<file path="config.mk">
export PLATFORM = sky130hd
export DESIGN_NAME = bcd_entry_display
export DESIGN_NICKNAME = d
export VERILOG_FILES = /design/src/rtl/bcd_entry_pkg.sv /design/src/rtl/seg7_decoder.sv /design/src/rtl/bcd_entry_display.sv
export SDC_FILE = /design/constraint.sdc
export NUM_CORES = 1
export LEC_CHECK = 0
export CAP_MARGIN = 20
export CORE_UTILIZATION = 42
export CTS_CLUSTER_DIAMETER = 80
export DETAILED_ROUTE_END_ITERATION = 16
export SYNTH_ARGS = -nofsm -noshare
export SYNTH_HDL_FRONTEND = slang
export SYNTH_SLANG_ARGS = --single-unit
</file>
<file path="constraint.sdc">
create_clock -name clk -period 2.9 [get_ports clk]
set_input_delay 0.58 -clock clk [delete_from_list [all_inputs] [get_ports clk]]
set_output_delay 0.58 -clock clk [all_outputs]
set_load 0.02 [all_outputs]
</file>
<file path="src/rtl/bcd_entry_pkg.sv">
// Shared definitions for the BCD keypad entry / display block: debounce
// FSM encoding, active-low seven-segment patterns and the digit-enable
// value the scan starts from.
package bcd_entry_pkg;

    // Debounce FSM states.
    typedef enum logic [1:0] {
        IDLE         = 2'd0,
        PRESS_WAIT   = 2'd1,
        HELD         = 2'd2,
        RELEASE_WAIT = 2'd3
    } deb_state_e;

    // Active-low segment patterns, bit order {g,f,e,d,c,b,a}.
    localparam logic [6:0] SEG_BLANK = 7'b1111111;
    localparam logic [6:0] SEG_0     = 7'b1000000;
    localparam logic [6:0] SEG_1     = 7'b1111001;
    localparam logic [6:0] SEG_2     = 7'b0100100;
    localparam logic [6:0] SEG_3     = 7'b0110000;
    localparam logic [6:0] SEG_4     = 7'b0011001;
    localparam logic [6:0] SEG_5     = 7'b0010010;
    localparam logic [6:0] SEG_6     = 7'b0000010;
    localparam logic [6:0] SEG_7     = 7'b1111000;
    localparam logic [6:0] SEG_8     = 7'b0000000;
    localparam logic [6:0] SEG_9     = 7'b0010000;

    // Rightmost digit enabled first (active-low).
    localparam logic [3:0] AN_INIT = 4'b1110;

    // Number of digits the entry buffer keeps.
    localparam logic [2:0] MAX_DIGITS = 3'd4;

    // True for a code that is a legal decimal digit.
    function automatic logic is_bcd(input logic [3:0] code);
        return code <= 4'd9;
    endfunction

endpackage

</file>
<file path="src/rtl/seg7_decoder.sv">
// Combinational BCD to active-low seven-segment decoder with a blank
// override. Codes above 9 also decode to blank.
module seg7_decoder
    import bcd_entry_pkg::*;
(
    input  logic [3:0] bcd_i,
    input  logic       blank_i,
    output logic [6:0] seg_o
);

    // Pattern lookup; blank wins over any code.
    // NOTE: seg_o is given a default before the case so every path assigns
    // it and no latch is inferred.
    always_comb begin
        seg_o = SEG_BLANK;
        if (!blank_i) begin
            case (bcd_i)
                4'd0:    seg_o = SEG_0;
                4'd1:    seg_o = SEG_1;
                4'd2:    seg_o = SEG_2;
                4'd3:    seg_o = SEG_3;
                4'd4:    seg_o = SEG_4;
                4'd5:    seg_o = SEG_5;
                4'd6:    seg_o = SEG_6;
                4'd7:    seg_o = SEG_7;
                4'd8:    seg_o = SEG_8;
                4'd9:    seg_o = SEG_9;
                default: seg_o = SEG_BLANK;
            endcase
        end
    end

endmodule

</file>
<file path="src/rtl/bcd_entry_display.sv">
// Keypad digit entry with debounce, a four-digit shift-in buffer and a
// multiplexed four-digit seven-segment display. A press is accepted after
// DEBOUNCE_CYCLES consecutive high samples of key_valid and a release after
// the same number of low samples; a held key never repeats.
module bcd_entry_display
    import bcd_entry_pkg::*;
#(
    parameter int unsigned DEBOUNCE_CYCLES = 16,
    parameter int unsigned SCAN_DIV        = 1000
) (
    input  logic        clk,
    input  logic        rst_n,
    input  logic [3:0]  key_code,
    input  logic        key_valid,
    input  logic        clear,
    output logic [15:0] digits,
    output logic [2:0]  entry_count,
    output logic        new_digit,
    output logic [6:0]  seg,
    output logic [3:0]  an
);

    localparam int unsigned CNT_W  = $clog2(DEBOUNCE_CYCLES + 1);
    localparam int unsigned SCAN_W = (SCAN_DIV > 1) ? $clog2(SCAN_DIV) : 1;

    localparam logic [CNT_W-1:0]  CNT_ONE   = CNT_W'(1);
    localparam logic [CNT_W-1:0]  DEB_LAST  = CNT_W'(DEBOUNCE_CYCLES - 1);
    localparam logic [SCAN_W-1:0] SCAN_LAST = SCAN_W'(SCAN_DIV - 1);

    deb_state_e        state_q;
    logic [CNT_W-1:0]  deb_cnt_q;
    logic              press_accept;

    logic [15:0]       digits_q, digits_d;
    logic [2:0]        count_q, count_d;
    logic              new_digit_q, new_digit_d;

    logic [SCAN_W-1:0] scan_cnt_q;
    logic [1:0]        pos_q;
    logic              scan_wrap;
    logic [3:0]        act_bcd;
    logic              act_blank;
    logic [6:0]        seg_dec;
    logic [6:0]        seg_q;
    logic [3:0]        an_q;

    // The press is accepted in the cycle the stable-high run reaches its
    // target, so key_code is taken from that same cycle.
    assign press_accept = (state_q == PRESS_WAIT) && key_valid && (deb_cnt_q >= DEB_LAST);

    // Debounce FSM: counts consecutive stable samples in the two wait states.
    // NOTE: sequential state uses non-blocking assignments so every register
    // samples pre-edge values, independent of statement order.
    always_ff @(posedge clk or negedge rst_n) begin
        if (!rst_n) begin
            state_q   <= IDLE;
            deb_cnt_q <= '0;
        end else begin
            case (state_q)
                IDLE: begin
                    if (key_valid) begin
                        state_q   <= PRESS_WAIT;
                        deb_cnt_q <= CNT_ONE;
                    end
                end
                PRESS_WAIT: begin
                    if (!key_valid) begin
                        state_q   <= IDLE;
                        deb_cnt_q <= '0;
                    end else if (press_accept) begin
                        state_q   <= HELD;
                        deb_cnt_q <= '0;
                    end else begin
                        deb_cnt_q <= deb_cnt_q + CNT_ONE;
                    end
                end
                HELD: begin
                    if (!key_valid) begin
                        state_q   <= RELEASE_WAIT;
                        deb_cnt_q <= CNT_ONE;
                    end
                end
                RELEASE_WAIT: begin
                    if (key_valid) begin
                        state_q   <= HELD;
                        deb_cnt_q <= '0;
                    end else if (deb_cnt_q >= DEB_LAST) begin
                        state_q   <= IDLE;
                        deb_cnt_q <= '0;
                    end else begin
                        deb_cnt_q <= deb_cnt_q + CNT_ONE;
                    end
                end
                default: begin
                    state_q   <= IDLE;
                    deb_cnt_q <= '0;
                end
            endcase
        end
    end

    // Entry buffer next state: clear beats an accept; codes above 9 are
    // dropped without disturbing the buffer.
    always_comb begin
        digits_d    = digits_q;
        count_d     = count_q;
        new_digit_d = 1'b0;
        if (clear) begin
            digits_d = '0;
            count_d  = '0;
        end else if (press_accept && is_bcd(key_code)) begin
            digits_d    = {digits_q[11:0], key_code};
            count_d     = (count_q >= MAX_DIGITS) ? MAX_DIGITS : count_q + 3'd1;
            new_digit_d = 1'b1;
        end
    end

    // Entry buffer registers.
    always_ff @(posedge clk or negedge rst_n) begin
        if (!rst_n) begin
            digits_q    <= '0;
            count_q     <= '0;
            new_digit_q <= 1'b0;
        end else begin
            digits_q    <= digits_d;
            count_q     <= count_d;
            new_digit_q <= new_digit_d;
        end
    end

    assign scan_wrap = (scan_cnt_q == SCAN_LAST);

    // Scan timer: advance the active position once per SCAN_DIV cycles.
    always_ff @(posedge clk or negedge rst_n) begin
        if (!rst_n) begin
            scan_cnt_q <= '0;
            pos_q      <= '0;
        end else begin
            if (scan_wrap) begin
                scan_cnt_q <= '0;
                pos_q      <= pos_q + 2'd1;
            end else begin
                scan_cnt_q <= scan_cnt_q + SCAN_W'(1);
            end
        end
    end

    // Active digit select; positions beyond the entry count stay dark.
    assign act_bcd   = digits_q[{pos_q, 2'b00} +: 4];
    assign act_blank = ({1'b0, pos_q} >= count_q);

    seg7_decoder u_seg7_decoder (
        .bcd_i   (act_bcd),
        .blank_i (act_blank),
        .seg_o   (seg_dec)
    );

    // Display outputs registered together so segments and enable switch on
    // the same edge, one cycle after the position advances.
    always_ff @(posedge clk or negedge rst_n) begin
        if (!rst_n) begin
            seg_q <= SEG_BLANK;
            an_q  <= AN_INIT;
        end else begin
            seg_q <= seg_dec;
            an_q  <= ~(4'b0001 << pos_q);
        end
    end

    assign digits      = digits_q;
    assign entry_count = count_q;
    assign new_digit   = new_digit_q;
    assign seg         = seg_q;
    assign an          = an_q;

endmodule

</file>
==> out/metrics.yaml, run 1 <==
place:
  place.gp.congestion: 0.7239
  io_buffers: 38
  place_ws_ns: 0.5742
  dpl.hpwl_um: 3090
  placed_area_sq_um: 2935
  dpl.cell_count: 328
clock_tree:
  root_buffer: "clkbuf_8"
  cts_num_sinks: 50
  clk_latency_ns: 0.31
  cts_setup_buffers: 0
  holdBufCountCts: 0
  cts.clk_slew.worst_paths_ns: 0.10
  htree_num_levels: 2
  cts_buffers: 5
  cts_tree: "yes"
  cts_resized: 0
  cts_buffer_depth: 2
synthesis:
  muxShareOfSynthArea_pct: 11.29
  syn_area_sq_um: 2505
  synth_compound_area_share_pct: 8.042
  synth.distinct_cells: 43
  syn-num-nets: 246
  synthCells: 222
  yosys.area_share.xor_xnor_pct: 2.448
  synth.ff_latch_count: 50
  syn_avg_cell_area_sq_um: 11.28
  yosys_warnings: 0
  synth_edf_count: 0
  yosys.area_share.adder_pct: 7.992
  yosys.area_share.simple_pct: 14.89
  synth_top_family_by_area: "simple AND/OR/NAND/NOR gates"
  ys.flop_type: "dfrtp_1"
  async_reset_ff_share_pct: 100.0
  ys_seq_area_share_pct: 50.45
final_layout:
  layout_common_cells: "40 x dfrtp_1, 37 x clkdlybuf4s50_1, 25 x nor2_1, 17 x mux2i_1, 16 x ha_1"
  insertedDiodeCount: 0
  final_common_cell: "dfrtp_1"
  fin_area_sq_um: 3048
  post_route_cells_drive_above_1_share_pct: 12.12
  synthToLayoutAreaGrowth_pct: 21.68
  nets: 287
  fin_cells: 336
worst_setup_path:
  cp.arrival_ns: 2.33
  cp.depth: 8
  start_kind: "flip-flop"
  ff2ff_path_depth: 8
  crit_family: "flip-flops"
  critPathRequiredTime_ns: 3.06
  cp_cell_sequence: "ha_1, and3_1, ha_1, nor2_4, a2111oi_4, buf_4, mux2i_1, nor2_1"
  slowest_delay_ns: 0.44
  critPathMaxFanout: 22
  cp_common_cell: "ha_1"
  critical_path_class: "flip-flop to flip-flop"
  reg2reg_from: "deb_cnt_q[0]"
  critPathLaunch: "deb_cnt_q[0]"
  crit_path_end: "digits[11]"
  path_buf_inv: 1
  r2r_end: "digits[11]"
  reg2reg_slack_ns: 0.74
  end_kind: "flip-flop"
  cp_slowest_cell: "dfrtp_1"
global_route:
  first_global_vias: 1685
  antenna_found_initial: 0
  gr-usage-all-layers_pct: 16.37
  grt_max_degree: 51
  grt_pass1_wl_um: 7893
  overflow: 0
routing:
  ant_nets: 0
  drt_pass1_iterations: 4
  drt-total-wl_um: 4524
  vias: 1663
  drc_errors: 0
  wl_per_cell_um: 13.46
  drt-initial-drc-count: 74
  vias_per_cell: 4.949
die:
  io_pins: 39
  die-height_um: 79.23
  die_w_um: 79.23
  core-area_sq_um: 5642
  start_util_pct: 44.40
  die-area_sq_um: 6277
  row_count: 27
hold_path:
  hold_class: "input pin to async pin"
timing:
  setup_viol: 0
  fin_skew_ns: 0.01214
  tns_ns: 0
  fmax_ghz: 0.4619
  rsz0062_at_grt: "no"
  maxSlewHeadroom_pct: 47.27
  finalCritPeriodShare_pct: 74.65
  min_period_ns: 2.165
  worst_pin_slew_ns: 0.7884
  slew_violations: 0
  hold_violations: 0
  layout_setup_ws_ns: 0.7353
run:
  maxCapViolCount: 0
outcome:
  status: "finished clean"
pwr:
  p_seq_share_pct: 55.9
  switchingPower_uw: 298.6
  p_total_mw: 1.295
  p_leak_nw: 1.257
  p_per_area_nw_per_um2: 424.8
  netSwitchingFraction_pct: 23.06
  p_comb_share_pct: 5.2
  internal-power_uw: 996.1
  p_clk_share_pct: 38.9
  max-vdd-ir-drop_uv: 204.8
==> sequential cells by signal (all words and copies together) (netlist names), named ones only <==
name,cells
digits,16
entry_count,3
pos_q,2
deb_cnt_q,5
scan_cnt_q,10
state_q,1
new_digit,1
an,4
seg,7
==> synth_stat cells (all sizes together), types with 2 or more instances <==
cell type	n	area (sq um)
xnor2	3	26.28
xor2	4	35.03
nor3	3	20.02
nor3b	2	15.01
mux2	2	22.52
inv	15	56.30
and3	4	25.02
a21oi	9	45.04
dfrtp	40	1001
nand3	9	45.04
nand2	11	41.29
dlygate4sd1	2	17.52
nor2b	3	18.77
o31ai	2	15.01
nand2b	6	40.04
mux4	4	90.09
nand4	3	25.02
o21ai	12	60.05
nor2	27	111.4
mux2i	17	170.2
dfstp	10	262.8
or3	2	12.51
or2	2	12.52
buf	4	45.04
ha	16	200.2
==> area by class of cell <==
class / count / area (sq um)
fill: 517 / 2594
sequential: 50 / 1264
multi-input combinational: 150 / 1119
timing repair buffer: 40 / 402.9
tap: 72 / 90.09
clock buffer: 5 / 68.82
inverter: 16 / 60.06
clock inverter: 3 / 43.79
==> metal layers <==
layer	part of all wire [%]	global-route usage (%)
met3	3.6	4.368
met5	0	0
met2	45	25.78
met1	50	21.83
met4	1.1	5.455
==> power by group through the flow <==
stage / clock network (mW) / registers, mW / logic, mW
2_1_floorplan: 0 / 0.734 / 0.0360
3_3_place_gp: 0 / 0.736 / 0.0690
3_5_place_dp: 0 / 0.737 / 0.0693
4_1_cts: 0.516 / 0.724 / 0.0692
5_1_grt: 0.546 / 0.727 / 0.0773
6_report: 0.503 / 0.724 / 0.0676
==> cell families (layout without fill, tap and decap cells) <==
logic type | count (synthesis) | count (layout)
compound gates | 31 | 31
xor+xnor | 7 | 7
fa+ha+maj | 16 | 16
buf+inv | 22 | 64
flops | 50 | 50
mux | 23 | 23
simple gates | 73 | 73
==> worst reg2reg max path, delay by kind of cell (launching register included) <==
| family | cells | cell delay, ns |
|---|---|---|
| AOI/OAI and AO/OA | 1 | 0.27 |
| muxes | 1 | 0.24 |
| buffers and inverters | 1 | 0.37 |
| and+or+nand+nor | 3 | 0.28 |
| DFF | 1 | 0.44 |
| adders and majority gates | 2 | 0.42 |
==> worst min path at each step <==
stage | slack [ns] | cells past startpoint | startpoint | endpoint
2_1_floorplan | 0.28 | 0 | rst_n | async pin
3_3_place_gp | 0.48 | 1 | scan_cnt_q[0] | scan_cnt_q[0]
3_5_place_dp | 0.48 | 1 | scan_cnt_q[0] | scan_cnt_q[0]
4_1_cts | 0.25 | 2 | rst_n | an[0]
5_1_grt | 0.26 | 2 | rst_n | an[0]
6_report | 0.24 | 2 | rst_n | deb_cnt_q[3]
==> metrics by stage <==
step                util [%]  hold slack, ns
floorplan                  -          0.2844
global placement       52.03          0.4813
detailed placement     52.03          0.4848
CTS                    54.03          0.2476
global route           54.03          0.2563
finish                 54.03          0.2405
Power figures use the tool's default switching activity.
==> run 2, diff against run 1 <==
==> constraint.sdc (replaced) <==
create_clock -name clk -period 2.2 [get_ports clk]
set_input_delay 0.44 -clock clk [delete_from_list [all_inputs] [get_ports clk]]
set_output_delay 0.44 -clock clk [all_outputs]
set_load 0.02 [all_outputs]
==> out/metrics.yaml, run 2 (synthesis results as in run 1) <==
routing:
  drt_pass1_iterations: 4  # unchanged
  wl_per_cell_um: 13.40  # -0.50%
  wl_met2_um: 2024  # -1.7%
  ant_nets: 0  # unchanged
  vias_per_cell: 4.985  # +0.73%
  wl_met3_um: 141  # -13%
  drc_errors: 0  # unchanged
  vias: 1695  # +1.9%
  drt-total-wl_um: 4555  # +0.69%
  drt-met1-wl_um: 2311  # +2.7%
  drt-initial-drc-count: 57  # -23%
  maxUsedRoutingLayer: "met4"
worst_setup_path:
  cp_slowest_cell: "dfrtp_1"
  critical_path_class: "flip-flop to flip-flop"
  cp_common_cell: "ha_1"
  cp.arrival_ns: 2.22  # -0.11 ns
  start_kind: "flip-flop"
  end_kind: "flip-flop"
  critPathRequiredTime_ns: 2.39  # -0.67 ns
  critPathMaxFanout: 22  # unchanged
  cp_cell_sequence: "ha_1, and3_1, ha_1, nor2_4, a2111oi_4, buf_12, mux2i_1, nor2_1"
  slowest_delay_ns: 0.41  # -0.03 ns
clock_tree:
  cts_num_sinks: 50  # unchanged
  htree_num_levels: 2  # unchanged
  cts_tree: "yes"
  root_buffer: "clkbuf_8"
  cts.clk_slew.worst_paths_ns: 0.09  # about the same
  cts_buffers: 5  # unchanged
  clk_latency_ns: 0.31  # about the same
  cts_buffer_depth: 2  # unchanged
  holdBufCountCts: 0  # unchanged
place:
  io_buffers: 38  # unchanged
  dpl.hpwl_um: 3200  # +3.6%
  place.gp.congestion: 0.7272  # +0.46%
final_layout:
  insertedDiodeCount: 0  # unchanged
  nets: 291  # +1.4%
  layout_common_cells: "39 x dfrtp_1, 37 x clkdlybuf4s50_1, 25 x nor2_1, 17 x mux2i_1, 16 x ha_1"
  synthToLayoutAreaGrowth_pct: 22.78
  post_route_cells_drive_above_1_share_pct: 13.81  # +1.7 points
  final_common_cell: "dfrtp_1"
  largest_register_ffs: 16  # unchanged
global_route:
  first_global_vias: 1649  # -2.1%
  gr-usage-all-layers_pct: 16.65  # +0.28 points
  grt_pass1_wl_um: 7969  # +0.96%
  antenna_found_initial: 0  # unchanged
  overflow: 0  # unchanged
  grt_max_degree: 51  # unchanged
timing:
  min_period_ns: 2.036  # -0.1292 ns
  fin_hold_ws_ns: 0.2147  # -0.02573 ns
  setup_viol: 0  # unchanged
  worst_pin_slew_ns: 0.6237  # -0.1647 ns
  fin_skew_ns: 0.007146  # -0.004997 ns
  finalCritPeriodShare_pct: 92.52  # +18 points
  maxSlewHeadroom_pct: 58.42  # +11 points
  fmax_ghz: 0.4913  # +6.3%
  tns_ns: 0  # unchanged
  rsz0062_at_grt: "no"
  hold_violations: 0  # unchanged
  slew_violations: 0  # unchanged
die:
  die_w_um: 79.23  # unchanged
  core-area_sq_um: 5642  # unchanged
  start_util_pct: 44.40  # unchanged
  io_pins: 39  # unchanged
  die-area_sq_um: 6277  # unchanged
  die-height_um: 79.23  # unchanged
  row_count: 27  # unchanged
pwr:
  switchingPower_uw: 382.2  # +28%
  max-vdd-ir-drop_uv: 372.7  # +82%
  p_per_area_nw_per_um2: 549.9  # +29%
  p_seq_share_pct: 56.5  # +0.6 points
  netSwitchingFraction_pct: 22.60  # -0.46 points
  p_comb_share_pct: 5.4  # +0.2 points
  internal-power_mw: 1.309  # +31%
  p_leak_nw: 1.274  # +1.4%
  p_total_mw: 1.691  # +31%
  p_clk_share_pct: 38.1  # -0.8 points
hold_path:
  hold_class: "input pin to async pin"
outcome:
  status: "finished clean"
run:
  maxCapViolCount: 0  # unchanged
## run 2: changes by cell type in the layout (fill, tap and decap cells not counted)
cell	previous run	this run
dfrtp_1	40	39
inv_6	1	0
buf_4	1	5
clkinv_2	1	2
dfrtp_2	0	1
## run 2: final cells by class
class                      count  area (sq um)
clock buffer                   5         68.82
clock inverter                 3         40.04
fill                         488          2566
inverter                      16         60.06
multi-input combinational    150          1119
sequential                    50          1265
tap                           72         90.09
timing repair buffer          44         432.9
## run 2: worst paths after layout
check | from | endpoint | slack (ns) | cells after the start
hold / removal | rst_n | async pin | 0.21 | 2
setup / recovery | deb_cnt_q[1] | digits[14] | 0.16 | 8
setup reg to reg | deb_cnt_q[1] | digits[14] | 0.16 | 8
hold reg to reg | scan_cnt_q[0] | scan_cnt_q[0] | 0.48 | 1
max in group asynchronous | rst_n | deb_cnt_q[0] | 1.54 | 2
min in group clk | scan_cnt_q[0] | scan_cnt_q[0] | 0.48 | 1
## run 2: critical path: cells and delay by family, from the launching register on
| kind | cells | cell delay, ns |
|---|---|---|
| buf+inv | 1 | 0.23 |
| fa+ha+maj | 2 | 0.42 |
| flops | 1 | 0.41 |
| mux | 1 | 0.20 |
| simple gates | 3 | 0.27 |
| compound gates | 1 | 0.36 |
## run 2: layer usage
layer,GRT usage (%),vias up
met3,3.448,7
met5,0,-
met4,7.091,0
li1,-,848
met1,23.18,817
met2,25.09,23
## run 2: what timing repair did
item                                    CTS  global route
buffers inserted                          0             0
gates resized for setup                   0             1
hold endpoints to repair                  0             0
endpoints found under the setup margin    0             1
## run 2: power by group through the flow
stage	Clock [mW]	Sequential, mW	Combinational (mW)
after floorplan	0	0.968	0.0474
after global placement	0	0.971	0.0918
after detailed placement	0	0.971	0.0941
after CTS	0.667	0.954	0.0946
after global routing	0.694	0.959	0.105
final	0.645	0.955	0.0916
## run 2: per-stage QoR
| step | utilization [%] | setup WS, ns | cells | area [sq um] |
|---|---|---|---|---|
| 2_1_floorplan | - | 0.2321 | 222 | 2505 |
| 3_3_place_gp | 52.56 | 0.1748 | 332 | 2965 |
| 3_5_place_dp | 52.56 | 0.1162 | 332 | 2965 |
| 4_1_cts | 54.49 | 0.1400 | 340 | 3074 |
| 5_1_grt | 54.51 | 0.02474 | 340 | 3075 |
| 6_report | 54.51 | 0.1645 | 340 | 3075 |
==> run 3, diff against run 2 <==
--- a/config.mk
+++ b/config.mk
@@ -9,6 +9,7 @@
 export CORE_UTILIZATION = 42
 export CTS_CLUSTER_DIAMETER = 80
 export DETAILED_ROUTE_END_ITERATION = 16
+export PLACE_DENSITY = 0.64
 export SYNTH_ARGS = -nofsm -noshare
 export SYNTH_HDL_FRONTEND = slang
 export SYNTH_SLANG_ARGS = --single-unit
==> out/metrics.yaml, run 3 (synthesis results as in run 1) <==
timing:
  fin_skew_ns: 0.006397  # -0.0007491 ns
  hold_violations: 0  # unchanged
  worst_pin_slew_ns: 0.6106  # -0.01312 ns
  layout_setup_ws_ns: 0.1143  # -0.05014 ns
  min_period_ns: 2.086  # +0.05014 ns
  fmax_ghz: 0.4795  # -2.4%
  setup_viol: 0  # unchanged
  slew_violations: 0  # unchanged
  finalCritPeriodShare_pct: 94.80  # +2.3 points
  maxSlewHeadroom_pct: 59.29  # +0.87 points
routing:
  ant_nets: 0  # unchanged
  drt-total-wl_um: 4589  # +0.75%
  drt_pass1_iterations: 4  # unchanged
  vias: 1733  # +2.2%
  drc_errors: 0  # unchanged
  vias_per_cell: 5.038  # +1.1%
  drt-initial-drc-count: 56  # -1.8%
  wl_per_cell_um: 13.34  # -0.43%
pwr:
  p_leak_nw: 1.294  # +1.5%
  max-vdd-ir-drop_uv: 288.3  # -23%
  p_total_mw: 1.640  # -3.0%
  p_per_area_nw_per_um2: 526.5  # -4.2%
place:
  io_buffers: 38  # unchanged
  dpl.cell_count: 332  # unchanged
  place.gp.congestion: 0.7917  # +8.9%
  placed_area_sq_um: 2965  # unchanged
  place_ws_ns: 0.07311  # -0.04308 ns
  dpl.hpwl_um: 3219  # +0.60%
clock_tree:
  holdBufCountCts: 0  # unchanged
  cts_tree: "yes"
  htree_num_levels: 2  # unchanged
  cts_buffers: 5  # unchanged
  clk_latency_ns: 0.30  # about the same
  cts_num_sinks: 50  # unchanged
  cts.clk_slew.worst_paths_ns: 0.09  # about the same
  cts_buffer_depth: 2  # unchanged
  root_buffer: "clkbuf_8"
worst_setup_path:
  reg2reg_from: "deb_cnt_q[1]"
  ff2ff_path_depth: 9  # +1
  critical_path_class: "flip-flop to flip-flop"
  end_kind: "flip-flop"
  cp_slowest_cell: "dfrtp_1"
  start_kind: "flip-flop"
  slowest_delay_ns: 0.39  # -0.02 ns
  critPathLaunch: "deb_cnt_q[1]"
  critPathRequiredTime_ns: 2.38  # about the same
  cp_cell_sequence: "ha_1, and3_1, ha_2, nor2_4, a2111oi_4, buf_4, buf_12, mux2i_1, nor2_1"
  critPathMaxFanout: 11  # -50%
  reg2reg_slack_ns: 0.11  # -0.05 ns
  cp.arrival_ns: 2.26  # +0.04 ns
  r2r_end: "digits[4]"
die:
  io_pins: 39  # unchanged
  die_w_um: 79.23  # unchanged
  core-area_sq_um: 5642  # unchanged
  die-area_sq_um: 6277  # unchanged
  row_count: 27  # unchanged
  start_util_pct: 44.40  # unchanged
  die-height_um: 79.23  # unchanged
final_layout:
  insertedDiodeCount: 0  # unchanged
  synthToLayoutAreaGrowth_pct: 24.38
  fin_area_sq_um: 3115  # +1.3%
  nets: 295  # +1.4%
  post_route_cells_drive_above_1_share_pct: 14.71  # +0.90 points
  fin_cells: 344  # +1.2%
  final_core_util_pct: 55.22  # +0.71 points
  layout_common_cells: "40 x dfrtp_1, 37 x clkdlybuf4s50_1, 25 x nor2_1, 17 x mux2i_1, 15 x ha_1"
  largest_register_ffs: 16  # unchanged
  final_common_cell: "dfrtp_1"
global_route:
  grt_max_degree: 51  # unchanged
  first_global_vias: 1728  # +4.8%
  overflow: 0  # unchanged
  antenna_found_initial: 0  # unchanged
  gr-usage-all-layers_pct: 16.41  # -0.24 points
  grt_pass1_wl_um: 7900  # -0.87%
hold_path:
  hold_class: "input pin to async pin"
outcome:
  status: "finished clean"
run:
  maxCapViolCount: 0  # unchanged
[run 3: cell types whose count changed in the layout (fill, tap and decap cells not counted), sizes merged]
cell / change
bufinv: -1
buf: +3
clkbuf: +3
clkinv: -1
[run 3: area by class of cell]
class,count,area [sq um]
fillers,499,2526
flip-flops and latches,50,1264
multi-input cells,150,1121
repair buffers,48,480.5
clock buffers,7,96.34
well taps,72,90.09
inverters,16,60.06
clock inverters,1,3.754
[run 3: how the worst max path moves through the flow]
stage / end / depth (start not counted)
after floorplan: digits[4] / 8
after global placement: digits[12] / 6
after detailed placement: digits[4] / 6
after CTS: digits[4] / 8
after global routing: digits[4] / 9
final: digits[4] / 9
[run 3: power breakdown]
| group | internal (mW) | total (mW) | switching [mW] |
|---|---|---|---|
| Combinational | 0.0507 | 0.115 | 0.0640 |
| Sequential | 0.934 | 0.948 | 0.0142 |
| Clock | 0.283 | 0.577 | 0.294 |
[run 3: worst max-delay path: cells and delay by family, from the launching register on]
| family | cells | cell delay (ns) |
|---|---|---|
| AO/OA/AOI/OAI | 1 | 0.36 |
| adder cells (fa/ha/maj) | 2 | 0.39 |
| buffers and inverters | 2 | 0.35 |
| flip-flops | 1 | 0.39 |
| multiplexers | 1 | 0.20 |
| AND/OR/NAND/NOR | 3 | 0.27 |
[run 3: through the flow]
step | TNS [ns] | hold WS (ns)
after global routing | -0.002543 | 0.2674
after global placement | 0 | 0.4718
final | 0 | 0.2221
after CTS | 0 | 0.2446
after detailed placement | 0 | 0.4829
after floorplan | 0 | 0.1444
[run 3: repair_timing]
item / CTS / global route
setup buffers: 0 / 3
endpoints found under the setup margin: 0 / 9
resized for setup: 0 / 1
[run 3: per-layer routing]
layer  track usage (%)  up-vias  wire, um
li1                  -      850         -
met4             7.636        0        98
met1             19.32      847      2039
met5                 0        -         0
met3             2.874       10       119
met2             28.88       26      2331
